<file path="src/rtl/muldiv_unit.sv">
// Iterative shift-add multiplier / restoring divider holding HI/LO results.
// Optional signed MULT/DIV support is enabled with `define MULDIV_SIGNED_EN.
module muldiv_unit #(
    parameter int WIDTH = 32
) (
    input  logic             clock,
    input  logic             reset,
    input  logic             start,
    input  logic [1:0]       op,
    input  logic [WIDTH-1:0] a,
    input  logic [WIDTH-1:0] b,
    input  logic             flush,
    output logic             busy,
    output logic             done,
    output logic [WIDTH-1:0] hi,
    output logic [WIDTH-1:0] lo,
    output logic             div_by_zero
);
    localparam int CW = $clog2(WIDTH);

    typedef enum logic [1:0] {IDLE, MUL, DIV, FINISH} state_t;

    state_t               state_q, state_d;
    logic [CW-1:0]        cnt_q, cnt_d;
    logic [WIDTH:0]       acc_hi_q, acc_hi_d;
    logic [WIDTH-1:0]     acc_lo_q, acc_lo_d;
    logic [WIDTH-1:0]     m_q, m_d;
    logic                 zdiv_q, zdiv_d;
    logic                 isdiv_q, isdiv_d;
    logic [WIDTH-1:0]     hi_q, hi_d;
    logic [WIDTH-1:0]     lo_q, lo_d;
    logic                 dbz_q, dbz_d;
    logic                 done_q, done_d;

    logic                 accept;
    logic [WIDTH-1:0]     abs_a, abs_b;
    logic [2*WIDTH-1:0]   prod_res;
    logic [WIDTH-1:0]     quo_res, rem_res;
    logic [WIDTH:0]       mul_sum;
    logic [WIDTH:0]       div_sh;
    logic [WIDTH+1:0]     div_trial;

    assign accept = (state_q == IDLE) && start && !flush;

`ifdef MULDIV_SIGNED_EN
    logic a_neg, b_neg;
    logic res_neg_q, res_neg_d;
    logic a_neg_q, a_neg_d;
    logic [2*WIDTH-1:0] prod_raw;

    assign a_neg = op[1] & a[WIDTH-1];
    assign b_neg = op[1] & b[WIDTH-1];
    assign abs_a = a_neg ? -a : a;
    assign abs_b = b_neg ? -b : b;

    always_comb begin
        res_neg_d = res_neg_q;
        a_neg_d   = a_neg_q;
        if (accept) begin
            res_neg_d = a_neg ^ b_neg;
            a_neg_d   = a_neg;
        end
    end

    always_ff @(posedge clock or posedge reset) begin
        if (reset) begin
            res_neg_q <= 1'b0;
            a_neg_q   <= 1'b0;
        end else begin
            res_neg_q <= res_neg_d;
            a_neg_q   <= a_neg_d;
        end
    end

    assign prod_raw = {acc_hi_q[WIDTH-1:0], acc_lo_q};
    assign prod_res = res_neg_q ? -prod_raw : prod_raw;
    assign quo_res  = res_neg_q ? -acc_lo_q : acc_lo_q;
    assign rem_res  = a_neg_q ? -acc_hi_q[WIDTH-1:0] : acc_hi_q[WIDTH-1:0];
`else
    logic unused_op1;

    assign unused_op1 = op[1];
    assign abs_a    = a;
    assign abs_b    = b;
    assign prod_res = {acc_hi_q[WIDTH-1:0], acc_lo_q};
    assign quo_res  = acc_lo_q;
    assign rem_res  = acc_hi_q[WIDTH-1:0];
`endif

    // acc_hi holds p_hi (mul) or the WIDTH+1-bit remainder (div)
    assign mul_sum   = {1'b0, acc_hi_q[WIDTH-1:0]}
                     + (acc_lo_q[0] ? {1'b0, m_q} : '0);
    assign div_sh    = {acc_hi_q[WIDTH-1:0], acc_lo_q[WIDTH-1]};
    assign div_trial = {1'b0, div_sh} - {2'b00, m_q};

    always_comb begin
        state_d  = state_q;
        cnt_d    = cnt_q;
        acc_hi_d = acc_hi_q;
        acc_lo_d = acc_lo_q;
        m_d      = m_q;
        zdiv_d   = zdiv_q;
        isdiv_d  = isdiv_q;
        hi_d     = hi_q;
        lo_d     = lo_q;
        dbz_d    = dbz_q;
        done_d   = 1'b0;
        unique case (state_q)
            IDLE: begin
                if (accept) begin
                    dbz_d    = 1'b0;
                    cnt_d    = '0;
                    acc_hi_d = '0;
                    isdiv_d  = op[0];
                    zdiv_d   = 1'b0;
                    if (!op[0]) begin
                        acc_lo_d = abs_b;
                        m_d      = abs_a;
                        state_d  = MUL;
                    end else if (b == '0) begin
                        acc_lo_d = a;
                        zdiv_d   = 1'b1;
                        state_d  = FINISH;
                    end else begin
                        acc_lo_d = abs_a;
                        m_d      = abs_b;
                        state_d  = DIV;
                    end
                end
            end
            MUL: begin
                acc_hi_d = {1'b0, mul_sum[WIDTH:1]};
                acc_lo_d = {mul_sum[0], acc_lo_q[WIDTH-1:1]};
                cnt_d    = cnt_q + CW'(1);
                if (cnt_q == CW'(WIDTH - 1)) state_d = FINISH;
            end
            DIV: begin
                if (!div_trial[WIDTH+1]) begin
                    acc_hi_d = div_trial[WIDTH:0];
                    acc_lo_d = {acc_lo_q[WIDTH-2:0], 1'b1};
                end else begin
                    acc_hi_d = div_sh;
                    acc_lo_d = {acc_lo_q[WIDTH-2:0], 1'b0};
                end
                cnt_d = cnt_q + CW'(1);
                if (cnt_q == CW'(WIDTH - 1)) state_d = FINISH;
            end
            FINISH: begin
                if (zdiv_q) begin
                    lo_d  = '1;
                    hi_d  = acc_lo_q;
                    dbz_d = 1'b1;
                end else if (isdiv_q) begin
                    lo_d = quo_res;
                    hi_d = rem_res;
                end else begin
                    hi_d = prod_res[2*WIDTH-1:WIDTH];
                    lo_d = prod_res[WIDTH-1:0];
                end
                done_d  = 1'b1;
                state_d = IDLE;
            end
            default: state_d = IDLE;
        endcase
        // abort keeps the architectural HI/LO state untouched
        if (flush) begin
            state_d = IDLE;
            hi_d    = hi_q;
            lo_d    = lo_q;
            dbz_d   = dbz_q;
            done_d  = 1'b0;
        end
    end

    always_ff @(posedge clock or posedge reset) begin
        if (reset) begin
            state_q  <= IDLE;
            cnt_q    <= '0;
            acc_hi_q <= '0;
            acc_lo_q <= '0;
            m_q      <= '0;
            zdiv_q   <= 1'b0;
            isdiv_q  <= 1'b0;
            hi_q     <= '0;
            lo_q     <= '0;
            dbz_q    <= 1'b0;
            done_q   <= 1'b0;
        end else begin
            state_q  <= state_d;
            cnt_q    <= cnt_d;
            acc_hi_q <= acc_hi_d;
            acc_lo_q <= acc_lo_d;
            m_q      <= m_d;
            zdiv_q   <= zdiv_d;
            isdiv_q  <= isdiv_d;
            hi_q     <= hi_d;
            lo_q     <= lo_d;
            dbz_q    <= dbz_d;
            done_q   <= done_d;
        end
    end

    assign busy        = (state_q != IDLE);
    assign done        = done_q;
    assign hi          = hi_q;
    assign lo          = lo_q;
    assign div_by_zero = dbz_q;
endmodule

</file>
<file path="config.mk">
export PLATFORM = sky130hd
export DESIGN_NAME = muldiv_unit
export DESIGN_NICKNAME = d
export VERILOG_FILES = /design/src/rtl/muldiv_unit.sv
export SDC_FILE = /design/constraint.sdc
export NUM_CORES = 1
export LEC_CHECK = 0
export ABC_AREA = 1
export BUFFER_PORTS_ARGS = -buffer_cell sky130_fd_sc_hd__buf_2
export CAP_MARGIN = 20
export CORE_UTILIZATION = 61
export DETAILED_ROUTE_END_ITERATION = 10
export PLACE_DENSITY = 0.91
export SLEW_MARGIN = 20
export SYNTH_ARGS = -nofsm -noshare
export SYNTH_HDL_FRONTEND = slang
export SYNTH_SLANG_ARGS = --single-unit
</file>
<file path="constraint.sdc">
create_clock -name clock -period 5.76 [get_ports clock]
set_clock_uncertainty 0.2 [all_clocks]
set_input_delay 0.288 -clock clock [delete_from_list [all_inputs] [get_ports clock]]
set_output_delay 0.288 -clock clock [all_outputs]
set_load 0.01 [all_outputs]
</file>
### Word-level counts from Yosys, hierarchy flattened

Index checks and enable logic that the tools add are counted.

| word-level totals | value |
|---|---|
| output and inout bits | 67 |
| word-level logic and storage cells | 67 |
| flip-flop bits (word level) | 170 |
| bits in writable memories | 0 |
| ROM bits | 0 |
| memories | 0 |
| input port bits | 70 |
| bits in latches | 0 |

| operators by class | value |
|---|---|
| multiply operators | 0 |
| bitwise logic cells | 1 |
| mux-type cells | 27 |
| divide/modulo/power cells | 0 |
| $lt $le $gt $ge | 0 |
| shift operators | 0 |
| equality and inequality tests | 9 |
| $add $sub $neg | 3 |
| reduce and logical (&&, ||, !) cells | 17 |

Operator list:

| kind | number |
|---|---|
| $mux W32 | 9 |
| $pmux W32 S3 | 2 |
| $sub A33 B32 Y34 | 1 |
| $add A32 B32 Y33 | 1 |
| $logic_not A32 Y1 | 1 |
| $pmux W5 S2 | 1 |
| $reduce_and A2 Y1 | 5 |
| $mux W1 | 8 |
| $mux W2 | 4 |
| $ne A2 B2 Y1 const B | 3 |
| $pmux W2 S3 | 1 |
| $reduce_bool A2 Y1 | 3 |
| $add A5 B1 Y5 const B | 1 |
| $eq A5 B5 Y1 const B | 1 |
| $mux W5 | 1 |
| $eq A2 B2 Y1 const B | 2 |
| $reduce_and A4 Y1 | 1 |
| $ne A3 B1 Y1 const B | 1 |
| $ne A3 B3 Y1 const B | 1 |
| $reduce_and A3 Y1 | 1 |
| $reduce_bool A3 Y1 | 1 |
| $eq A2 B1 Y1 const B | 1 |
| $logic_and A1 B1 Y1 | 2 |
| $logic_not A2 Y1 | 1 |
| 4 further kinds | 4 |

### Longest topological paths before layout

| logic depth | value |
|---|---|
| word-level depth | 6 |
| depth in mapped cells | 21 |
| mapped depth without buffers | 19 |

### Worst setup path after synthesis

Ideal clock, no wire load.

| timing path | value |
|---|---|
| kind | register to register |
| start point | register acc_lo_q[0] |
| end point | register acc_hi_q[29] |
| setup slack | 2.898 ns |
| stages on the path, launching flop included | 22 |
| period minus slack after synthesis | 2.862 ns |
| library setup time | 0.117 ns |
| data required time | 5.443 ns |
| data arrival time | 2.545 ns |
| path buffers | 2 |
| path through | dfrtp_1 > clkbuf_1 > clkbuf_1 > nand2_1 > inv_1 > ha_1 > inv_1 > fa_1 > inv_1 > nand2_1 > o21ai_1 > nand2_1 > nand3_1 > nand2_1 > nand2_1 > nand2_1 > nand2_1 > nand2_1 > nand3_1 > nand2_1 > nand2_1 > nand2_1 |

| on the way | value |
|---|---|
| cells in the longest elaborated chain, start to end | 3 |

RTL lines:

| element | RTL line | RTL |
|---|---|---|
| start: declaration | 26 | `logic [WIDTH-1:0] acc_lo_q, acc_lo_d;` |
| start signal: assignment | 192 | `acc_lo_q <= acc_lo_d;` |
| $mux W32 | 92 | `+ (acc_lo_q[0] ? {1'b0, m_q} : '0);` |
| $add A32 B32 Y33 | 92 |  |
| $pmux W32 S3 | 108 | `unique case (state_q)` |
| end signal: assignment | 191 | `acc_hi_q <= acc_hi_d;` |
| end: declaration | 25 | `logic [WIDTH:0] acc_hi_q, acc_hi_d;` |

No other way between the ends.
A chain may end at the register's enable or synchronous reset.

### Worst setup path after layout

Ends and elaborated chain as after synthesis.

==> run metrics <==
# clock sinks 170; ant diodes 0; final setup margin 2410 ps; Total Routing Usage GR 42.4%; Synth cell types 42; period utilisation layout 58.1%; Fillers 1779; Setup TNS 0 ps; DRC 0; Skew-Pair Late Insertion Delay 440 ps; Hold Crit Depth 3; Post-Synthesis Cells 2080; ys async rst share 100%; Root Buffer Master clkbuf_16; CP Data Required Time 5880 ps; vias per inst 6.06; largest area contributor in the netlist dfrtp_1; share of layout cells above drive strength 1 11.1%; vias in the first global route 13900; worst min path class in2reg; routing usage on met3 8.70%; 1st-iter DRT viols 1638; FF/Latch Area 0.00425 mm2; CTS tree yes; Worst Min Path Start a[6]; HPWL after DPL 33700 um; clk buf depth 2; area grow syn2layout 12.7%; H-tree depth 4; pre-CTS WS 2490 ps; gr busiest metal met2; Area contributors post-synth dfrtp_1 (32%), nand2_1 (18%), inv_1 (7.6%), ha_1 (6.6%), o21ai_0 (6.3%); antenna violations before repair 0; GPL Wtd Cong 1.03; EDFF count, synth 0; Least-Margin Pin Slew 877 ps; count leader, synth nand2_1; reg2reg start acc_lo_q[0]$_DFFE_PP0P_; CTS buffer count 17; NumNets Final 2333; status completed; Max Cap Violations 0; peak fanout along the critical path 36; Tmin final 3350 ps; Arr. time, crit path 3470 ps; GR Layer Usage met1 57.9%; Initial Util 63.0%; worst rel slew slack 41.0%; area of the multi-input gates 0.00778 mm2; dominant synthesized flop cell dfrtp_1; final hold viol count 0; Post-CTS Hold Fix Bufs 25; drt pass-1 iters 8; syn nets 2223; die width 150 um; post-route ant nets 0; Synth warnings 0; Routed Wire Length 46800 um; io pins 137; postcts setup bufs 0; pwr/cell area 441 mW/mm2; Yosys reg bits 170; die area 0.0226 mm2; Die Ht 150 um; Synth top cells by count nand2_1 (635), inv_1 (272), dfrtp_1 (170), o21ai_0 (170), nor2_1 (165); core area 0.0213 mm2; worst vdd rail ir drop 0.519 mV; Slew Limit Fails 0; input/output buffers 135; Worst setup EP type flip-flop; fmax 299 MHz; met2 Use GR 66.0%; Crit. Startpoint acc_lo_q[0]$_DFFE_PP0P_; clock slew at reported path FFs 70 ps; WL/cell 18.9 um; post-synth top area share 31.7%; RSZ-0062 raised after global routing no; worst reg-to-reg path cell count 20; leakage power figure 0.00828 uW; first-pass GRT wire length 73200 um; grt ovf 0; Vias 15000; post-synthesis sequential area ratio 31.7%; # setup viols final 0; synthesized area 0.0134 mm2; syn avg cell area 6.45 um2; WS Path Type reg2reg; post-CTS sizing 0; type of origin of the critical path flip-flop; Rows 53; largest net degree at the start of global routing 76
final cells by class:
type                    count  area share, %
repair buffers            177           7.23
clock buffers              18           2.90
inverters                 283           7.05
flip-flops and latches    170           28.1
clock inverters            14          0.976
well taps                 275           2.27
multi-input cells        1541           51.4
final timing paths:
| path | end | slack, ps |
|---|---|---|
| min in group asynchronous | lo[23]$_DFFE_PP0P_ | 300 |
| hold / removal | m_q[6]$_DFFE_PP0P_ | 20 |
| hold reg to reg | hi[22]$_DFFE_PP0P_ | 280 |
| setup / recovery | acc_hi_q[29]$_DFFE_PP0P_ | 2410 |
| setup reg to reg | acc_hi_q[29]$_DFFE_PP0P_ | 2410 |
| max in group asynchronous | m_q[10]$_DFFE_PP0P_ | 3910 |
metrics by stage:
step           cell area [um2]  std cells  utilization [%]  power [uW]  hold WS [ps]
2_1_floorplan            13400       2080                -        4200           188
5_1_grt                  15100       2478             71.1        7050          14.3
6_report                 15100       2478             71.1        6670          17.7
3_3_place_gp             14200       2419             66.9        5140           239
4_1_cts                  15100       2476             70.8        6440        0.0728
3_5_place_dp             14200       2419             66.9        5240           243
registers in the layout, indices dropped and copies added, names as in the netlist:
name,count
zdiv_q,1
m_q,32
lo,32
acc_hi_q,32
div_by_zero,1
done,1
hi,32
acc_lo_q,32
state_q,2
cnt_q,5
worst max-delay path: stages, from the launching register on:
cell and delay [ps]:
dfrtp_1 330, buf_4 370, nand2_1 90, inv_1 60, ha_1 170, inv_1 60, fa_1 360, inv_1 90
nand2_1 50, o21ai_1 370, nand2_1 90, nand3_1 160, nand2_1 80, nand2_1 230, nand2_1 130, nand2_1 80
nand2_1 50, nand3_1 80, nand2_1 60, nand2_1 60, nand2_1 60
routing by layer:
metal / up-vias / wire length [um] / share of wire [%]
li1: 6966 / - / -
met1: 6813 / 18800 / 40
met2: 1088 / 20700 / 44
met3: 156 / 5470 / 12
met4: 0 / 1820 / 3.9
met5: - / 0 / 0
layout by cell type, fill, tap and decap left out, types with 14 or more instances in the layout:
cell type      instances
nand2_1              635
inv_1                271
o21ai_0              170
dfrtp_1              170
nor2_1               162
a21oi_1              162
buf_2                135
nand3_1              120
ha_1                  69
o211ai_1              36
or2_2                 32
a221oi_1              30
dlygate4sd3_1         25
clkbuf_16             17
nand3b_1              16
buf_4                 15
nand4_1               14
cells by family (layout without fill, tap and decap cells):
logic type,count (synthesis),in the layout,synth area share (%)
simple gates,1019,1019,31.6
flops,170,170,31.7
buf+inv,369,492,10.5
fa+ha+maj,73,73,6.92
xor+xnor,13,13,0.849
compound gates,436,436,18.3
power breakdown:
part | total, uW | internal, uW | switching [uW]
clock | 1160 | 592 | 571
sequential | 2020 | 1630 | 394
combinational | 3480 | 1110 | 2370
No activity file was read; power rests on OpenSTA's default activity.
